$ cat config.mk
export PLATFORM = sky130hd
export DESIGN_NAME = qracc_sram_arbiter
export DESIGN_NICKNAME = d
export VERILOG_FILES = /design/src/rtl/qracc_sram_arbiter.sv
export SDC_FILE = /design/constraint.sdc
export NUM_CORES = 1
export LEC_CHECK = 0
export ABC_AREA = 0
export BUFFER_PORTS_ARGS = -buffer_cell sky130_fd_sc_hd__clkbuf_2
export CORE_MARGIN = 1.5
export CORE_UTILIZATION = 42
export CTS_CLUSTER_SIZE = 10
export DETAILED_ROUTE_END_ITERATION = 8
export PLACE_DENSITY = 0.74
export SLEW_MARGIN = 40
export SYNTH_ARGS = -nofsm -noshare
export SYNTH_HDL_FRONTEND = slang
export SYNTH_SLANG_ARGS = --single-unit
$ cat constraint.sdc
create_clock -name clk -period 1.9 [get_ports clk]
set_clock_uncertainty 0.15 [all_clocks]
set_input_delay 0.095 -clock clk [delete_from_list [all_inputs] [get_ports clk]]
set_output_delay 0.095 -clock clk [all_outputs]
set_load 0.01 [all_outputs]
$ cat src/rtl/qracc_sram_arbiter.sv
// Round-robin arbiter sharing the single qrAcc SRAM request port between NUM_REQ requesters.
// Optional read-timeout watchdog is enabled with `define QRACC_ARB_TIMEOUT_EN.
module qracc_sram_arbiter #(
  parameter int NUM_REQ    = 2,
  parameter int numRows    = 128,
  parameter int numCols    = 32,
  parameter int RD_TIMEOUT = 64,
  localparam int AW = $clog2(numRows),
  localparam int IW = (NUM_REQ > 1) ? $clog2(NUM_REQ) : 1
) (
  input  logic                              clk,
  input  logic                              nrst,
  input  logic                              mac_busy_i,
  input  logic [NUM_REQ-1:0]                req_valid_i,
  input  logic [NUM_REQ-1:0]                req_wr_i,
  input  logic [NUM_REQ-1:0][AW-1:0]        req_addr_i,
  input  logic [NUM_REQ-1:0][numCols-1:0]   req_wdata_i,
  output logic [NUM_REQ-1:0]                req_ready_o,
  output logic [NUM_REQ-1:0]                rsp_valid_o,
  output logic [numCols-1:0]                rsp_data_o,
  output logic                              rsp_err_o,
  output logic [NUM_REQ-1:0]                grant_o,
  output logic                              sram_rq_valid_o,
  output logic                              sram_rq_wr_o,
  output logic [AW-1:0]                     sram_addr_o,
  output logic [numCols-1:0]                sram_wr_data_o,
  input  logic                              sram_rq_ready_i,
  input  logic                              sram_rd_valid_i,
  input  logic [numCols-1:0]                sram_rd_data_i
);

  typedef enum logic [1:0] {S_IDLE, S_ISSUE, S_WAIT_RD} state_t;

  state_t               r_state, w_state_next;
  logic [IW-1:0]        r_last, w_last_next;
  logic [NUM_REQ-1:0]   r_grant, w_grant_next;
  logic [NUM_REQ-1:0]   r_req_ready, w_req_ready_next;
  logic [NUM_REQ-1:0]   r_rsp_valid, w_rsp_valid_next;
  logic [numCols-1:0]   r_rsp_data, w_rsp_data_next;
  logic                 r_rq_valid, w_rq_valid_next;
  logic                 r_rq_wr, w_rq_wr_next;
  logic [AW-1:0]        r_addr, w_addr_next;
  logic [numCols-1:0]   r_wdata, w_wdata_next;
  logic                 w_any;
  logic [IW-1:0]        w_pick;

`ifdef QRACC_ARB_TIMEOUT_EN
  localparam int CW = $clog2(RD_TIMEOUT + 1);
  logic [CW-1:0]        r_cnt, w_cnt_next;
  logic                 r_rsp_err, w_rsp_err_next;
`endif

  // Scan last+1 .. last (wrapping) and take the first valid requester.
  always_comb begin : arb_scan
    int idx;
    w_any  = 1'b0;
    w_pick = '0;
    idx    = 0;
    for (int k = 1; k <= NUM_REQ; k++) begin
      idx = int'(r_last) + k;
      if (idx >= NUM_REQ) idx = idx - NUM_REQ;
      if (!w_any && req_valid_i[idx]) begin
        w_any  = 1'b1;
        w_pick = IW'(idx);
      end
    end
  end

  always_comb begin
    w_state_next     = r_state;
    w_last_next      = r_last;
    w_grant_next     = r_grant;
    w_req_ready_next = '0;
    w_rsp_valid_next = '0;
    w_rsp_data_next  = r_rsp_data;
    w_rq_valid_next  = r_rq_valid;
    w_rq_wr_next     = r_rq_wr;
    w_addr_next      = r_addr;
    w_wdata_next     = r_wdata;
`ifdef QRACC_ARB_TIMEOUT_EN
    w_cnt_next       = r_cnt;
    w_rsp_err_next   = 1'b0;
`endif
    case (r_state)
      S_IDLE: begin
        if (!mac_busy_i && w_any) begin
          w_state_next         = S_ISSUE;
          w_last_next          = w_pick;
          w_grant_next         = '0;
          w_grant_next[w_pick] = 1'b1;
          w_rq_valid_next      = 1'b1;
          w_rq_wr_next         = req_wr_i[w_pick];
          w_addr_next          = req_addr_i[w_pick];
          w_wdata_next         = req_wdata_i[w_pick];
        end
      end
      S_ISSUE: begin
        if (sram_rq_ready_i) begin
          w_rq_valid_next  = 1'b0;
          w_req_ready_next = r_grant;
          if (r_rq_wr) begin
            w_state_next = S_IDLE;
            w_grant_next = '0;
          end else begin
            w_state_next = S_WAIT_RD;
`ifdef QRACC_ARB_TIMEOUT_EN
            w_cnt_next   = '0;
`endif
          end
        end
      end
      S_WAIT_RD: begin
        if (sram_rd_valid_i) begin
          w_rsp_data_next  = sram_rd_data_i;
          w_rsp_valid_next = r_grant;
          w_grant_next     = '0;
          w_state_next     = S_IDLE;
        end
`ifdef QRACC_ARB_TIMEOUT_EN
        // Compare against RD_TIMEOUT-1 so the registered error pulse lands RD_TIMEOUT cycles after entry.
        else if (r_cnt == CW'(RD_TIMEOUT - 1)) begin
          w_rsp_data_next  = '0;
          w_rsp_valid_next = r_grant;
          w_rsp_err_next   = 1'b1;
          w_grant_next     = '0;
          w_state_next     = S_IDLE;
        end else begin
          w_cnt_next = r_cnt + 1'b1;
        end
`endif
      end
      default: begin
        w_state_next = S_IDLE;
        w_grant_next = '0;
      end
    endcase
  end

  always_ff @(posedge clk or negedge nrst) begin
    if (!nrst) begin
      r_state     <= S_IDLE;
      r_last      <= IW'(NUM_REQ - 1);
      r_grant     <= '0;
      r_req_ready <= '0;
      r_rsp_valid <= '0;
      r_rsp_data  <= '0;
      r_rq_valid  <= 1'b0;
      r_rq_wr     <= 1'b0;
      r_addr      <= '0;
      r_wdata     <= '0;
`ifdef QRACC_ARB_TIMEOUT_EN
      r_cnt       <= '0;
      r_rsp_err   <= 1'b0;
`endif
    end else begin
      r_state     <= w_state_next;
      r_last      <= w_last_next;
      r_grant     <= w_grant_next;
      r_req_ready <= w_req_ready_next;
      r_rsp_valid <= w_rsp_valid_next;
      r_rsp_data  <= w_rsp_data_next;
      r_rq_valid  <= w_rq_valid_next;
      r_rq_wr     <= w_rq_wr_next;
      r_addr      <= w_addr_next;
      r_wdata     <= w_wdata_next;
`ifdef QRACC_ARB_TIMEOUT_EN
      r_cnt       <= w_cnt_next;
      r_rsp_err   <= w_rsp_err_next;
`endif
    end
  end

  assign grant_o         = r_grant;
  assign req_ready_o     = r_req_ready;
  assign rsp_valid_o     = r_rsp_valid;
  assign rsp_data_o      = r_rsp_data;
  assign sram_rq_valid_o = r_rq_valid;
  assign sram_rq_wr_o    = r_rq_wr;
  assign sram_addr_o     = r_addr;
  assign sram_wr_data_o  = r_wdata;
`ifdef QRACC_ARB_TIMEOUT_EN
  assign rsp_err_o       = r_rsp_err;
`else
  assign rsp_err_o       = 1'b0;
`endif

endmodule

==> results of run 1 <==
[Yosys cell counts, drive strengths merged]
cell,count,area share
mux2,112,0.39
dfrtp,81,0.52
buf,14,0.031
inv,4,0.0038
nor2,4,0.0038
and3,2,0.0032
mux2i,2,0.0051
nor2b,2,0.0032
o21ai,2,0.0026
a21boi,1,0.0048
a221oi,1,0.0022
a31o,1,0.0022
and2,1,0.0016
conb,1,0.00096
dfstp,1,0.0067
nand2,1,0.00096
nand3b,1,0.0029
nor3,1,0.0042
nor3b,1,0.0019
o21bai,1,0.0029
o22ai,1,0.0016
o2bb2ai,1,0.0022
or3,1,0.0016
[cells by family after synthesis]
| kind of cell | count (synthesis) |
|---|---|
| mux | 114 |
| flops | 82 |
| buf+inv | 18 |
| simple gates | 14 |
| compound gates | 8 |
| other cells | 1 |
[per-stage QoR]
step / hold WS (ps) / setup slack, ps / cells
2_1_floorplan: -351 / 277 / 237
3_3_place_gp: -80.7 / 231 / 539
3_5_place_dp: -63.2 / 199 / 539
==> results.cfg, run 1 <==
[die]
initial_utilization = 0.428
die_height_um = 99.6
rows = 35
die_x_um = 99.6
ios = 199

[clock_network]
cts.repair.resized = 0
numCtsBuffers = 9
cts_setup_buffers = 0
root_buffer = clkbuf_8
htree_levels = 3
hold_buffers = 112
cts_sinks = 82
ctsLongestPathBuffers = 2

[place]
io_buffers = 197
place_area_mm2 = 0.00507
hpwl_um = 6230
place.gp.congestion = 0.759

[yosys]
synthXorXnorAreaFrac = 0
synth_cells = 237
synth.mux.area_fraction = 0.398
synth_nets = 356
yosys.area_share.simple = 0.0233
syn_area_mm2 = 0.00392
synth_warnings = 0
synth.distinct_cells = 26
syn-mean-instance-area_um2 = 16.5
yosysSeqAreaShare = 0.524
synth_compound_area_frac = 0.0185
synth_top_family_by_area = multiplexers
ys_seq_elements = 82
synth_fa_ha_area_frac = 0

[status]
outcome = did not finish
error = [ERROR RSZ-0060] Max buffer count reached.
stop_stage = clock tree synthesis (4_1_cts)
==> inputs of run 2 (changes only) <==
CORE_UTILIZATION = 27   (was 42)
CTS_CLUSTER_SIZE = unset   (was 10)
PLACE_DENSITY = unset   (was 0.74)
PLACE_DENSITY_LB_ADDON = 0.15   (was unset)
==> run 2 against run 1 <==
- the run now ends clean
- synthesized area unchanged
- synthesized cell count unchanged
==> results.cfg, run 2 <==
[yosys]
synth_edf_count = 0
synth-main-ff-cell = dfrtp_1
syn-mean-instance-area_um2 = 16.5
synth_top_cell_by_area = dfrtp_1
synth_top_area_frac = 0.517
synth_nets = 356
synth.distinct_cells = 26
synth_warnings = 0
ys_seq_elements = 82
syn_area_mm2 = 0.00392
synth_common_cells = dfrtp_1 (81), mux2_4 (74), mux2_2 (38), buf_6 (8), buf_2 (5)
async_reset_ff_frac = 1.00
yosysSeqAreaShare = 0.524
synth_cells = 237
synth.most_common_cell = dfrtp_1
synthTopCellsByArea = dfrtp_1 (52%), mux2_4 (28%), mux2_2 (11%)

[die]
initial_utilization = 0.279
coreArea_mm2 = 0.0140
die_height_um = 123
die_x_um = 123
ios = 199
rows = 43
die_area_mm2 = 0.0152

[power_and_ir_drop]
p_sw_frac = 0.305
switching_power_mw = 2.49
p_comb_frac = 0.408
pwr-share-clk = 0.217
vdd_ir_drop_max_uv = 448
power_density_mw_per_mm2 = 1250
power_leakage_nw = 3.32
p_int_mw = 5.67
power_frac_seq = 0.375

[finish]
n_fill_cell = 1239
area_growth_pct = 67.3
final_cell_mix = clkbuf_2 (196), dlygate4sd3_1 (114), dfrtp_1 (81)
final_common_cell = clkbuf_2
final_layout_size_suffix_gt1_frac = 0.605
num_antenna_cells = 0
final_cell_area_mm2 = 0.00656
finalNetCount = 672

[clock_network]
cts_sinks = 82
clk_latency_ps = 330
root_buffer = clkbuf_16
numCtsBuffers = 9
cts.repair.resized = 0
htree_levels = 3
cts_tree = built
clk_pin_slew_ps = 50
ctsLongestPathBuffers = 2

[job]
drv_cap = 0

[routing]
viasPerCell = 4.18
wire_per_inst_um = 13.8
wl_um = 10200
first_iter_violations = 54
drtPass1Iterations = 4
drc_errors = 0
num_vias = 3073
ant_nets = 0

[sta]
tns_ps = 0
rsz0062_at_grt = no
timing.final.crit_share = 0.903
final-hold-violation-count = 0
fin_crit_ps = 1720
max_freq_mhz = 583
hold_ws_ps = 28.1
finalMaxSlewViolations = 0
setup_violations = 0

[worst_hold_path]
hold_path.class = input port to flop
worstHoldStart = sram_rd_valid_i

[place]
place_area_mm2 = 0.00512
io_buffers = 197
place.gp.congestion = 0.710
hpwl_um = 6500

[global_routing]
grt_pass1_vias = 3206
track_usage = 0.135
grt_pass1_wl_um = 15500
antenna_found_initial = 0
grt_max_degree = 35
grt-ovfl-total = 0

[critical_path]
worstReg2RegStart = r_last
cp-end-kind = flop
worstPathRequired_ps = 1960
critPathLaunch = r_last
start_kind = flop
crit_type = flop to flop
critical_path_arrival_ps = 1780
critical_path_peak_fanout = 33

[status]
outcome = complete, no violations
## run 2: cell counts after synthesis
No cell type changed its count.
## run 2: through the flow
step           power [mW]  std cells  worst slack [ps]  utilization
2_1_floorplan        5.00        237               277            -
3_3_place_gp         6.23        608               218        0.365
3_5_place_dp         6.26        608               196        0.365
4_1_cts              8.29        735               188        0.467
5_1_grt              8.68        735               116        0.467
6_report             8.16        735               184        0.467
## run 2: final cells by class
cell class,instances,area [µm²],area share
Clock inverter,4,70.1,0.0107
Sequential cell,82,2050,0.313
Inverter,4,15.0,0.00229
Multi-Input combinational cell,137,1730,0.263
Tap cell,180,225,0.0344
Timing Repair Buffer,319,2240,0.342
Clock buffer,9,225,0.0344
## run 2: routing by layer
metal  share of wire  wire length [µm]  global-route usage  vias up
met5               0                 0                   0        -
met4           0.029               295              0.0805        0
met3           0.045               461              0.0258       20
met2            0.52              5280               0.241      102
met1            0.41              4130               0.148     1484
li1                -                 -                   -     1467
## run 2: cells by family after synthesis
| kind of cell | after synthesis | synth area share |
|---|---|---|
| and+or+nand+nor | 14 | 0.0233 |
| DFF | 82 | 0.524 |
| buffers and inverters | 18 | 0.0351 |
| other | 1 | 0.000957 |
| muxes | 114 | 0.398 |
| AOI/OAI and AO/OA | 8 | 0.0185 |
## run 2: critical path, stage by stage (launching register included)
cell      delay [ps]
dfstp_2          380
a21boi_4         160
buf_12           260
mux2_2           370
mux2_4           250
## run 2: timing repair
| item | CTS | global route |
|---|---|---|
| hold endpoints to repair | 131 | 0 |
| setup buffers | 0 | 0 |
| hold buffers | 114 | 0 |
## run 2: final timing paths
path | end | slack, ps | cells after the start
setup / recovery | sram_wr_data_o[25] | 180 | 4
hold / removal | r_state[1] | 30 | 3
setup reg to reg | sram_wr_data_o[25] | 180 | 4
hold reg to reg | rsp_data_o[25] | 350 | 1
max in group asynchronous | sram_wr_data_o[12] | 790 | 3
min in group asynchronous | sram_addr_o[5] | 120 | 2
## run 2: power by group through the flow
stage | logic [mW] | clock network (mW) | registers [mW]
finish | 3.33 | 1.77 | 3.06
global route | 3.60 | 1.91 | 3.17
CTS | 3.36 | 1.86 | 3.06
detailed placement | 3.18 | 0 | 3.07
global placement | 3.16 | 0 | 3.06
floorplan | 1.60 | 0 | 3.40
Note: power is estimated with default switching activity, not from simulation.
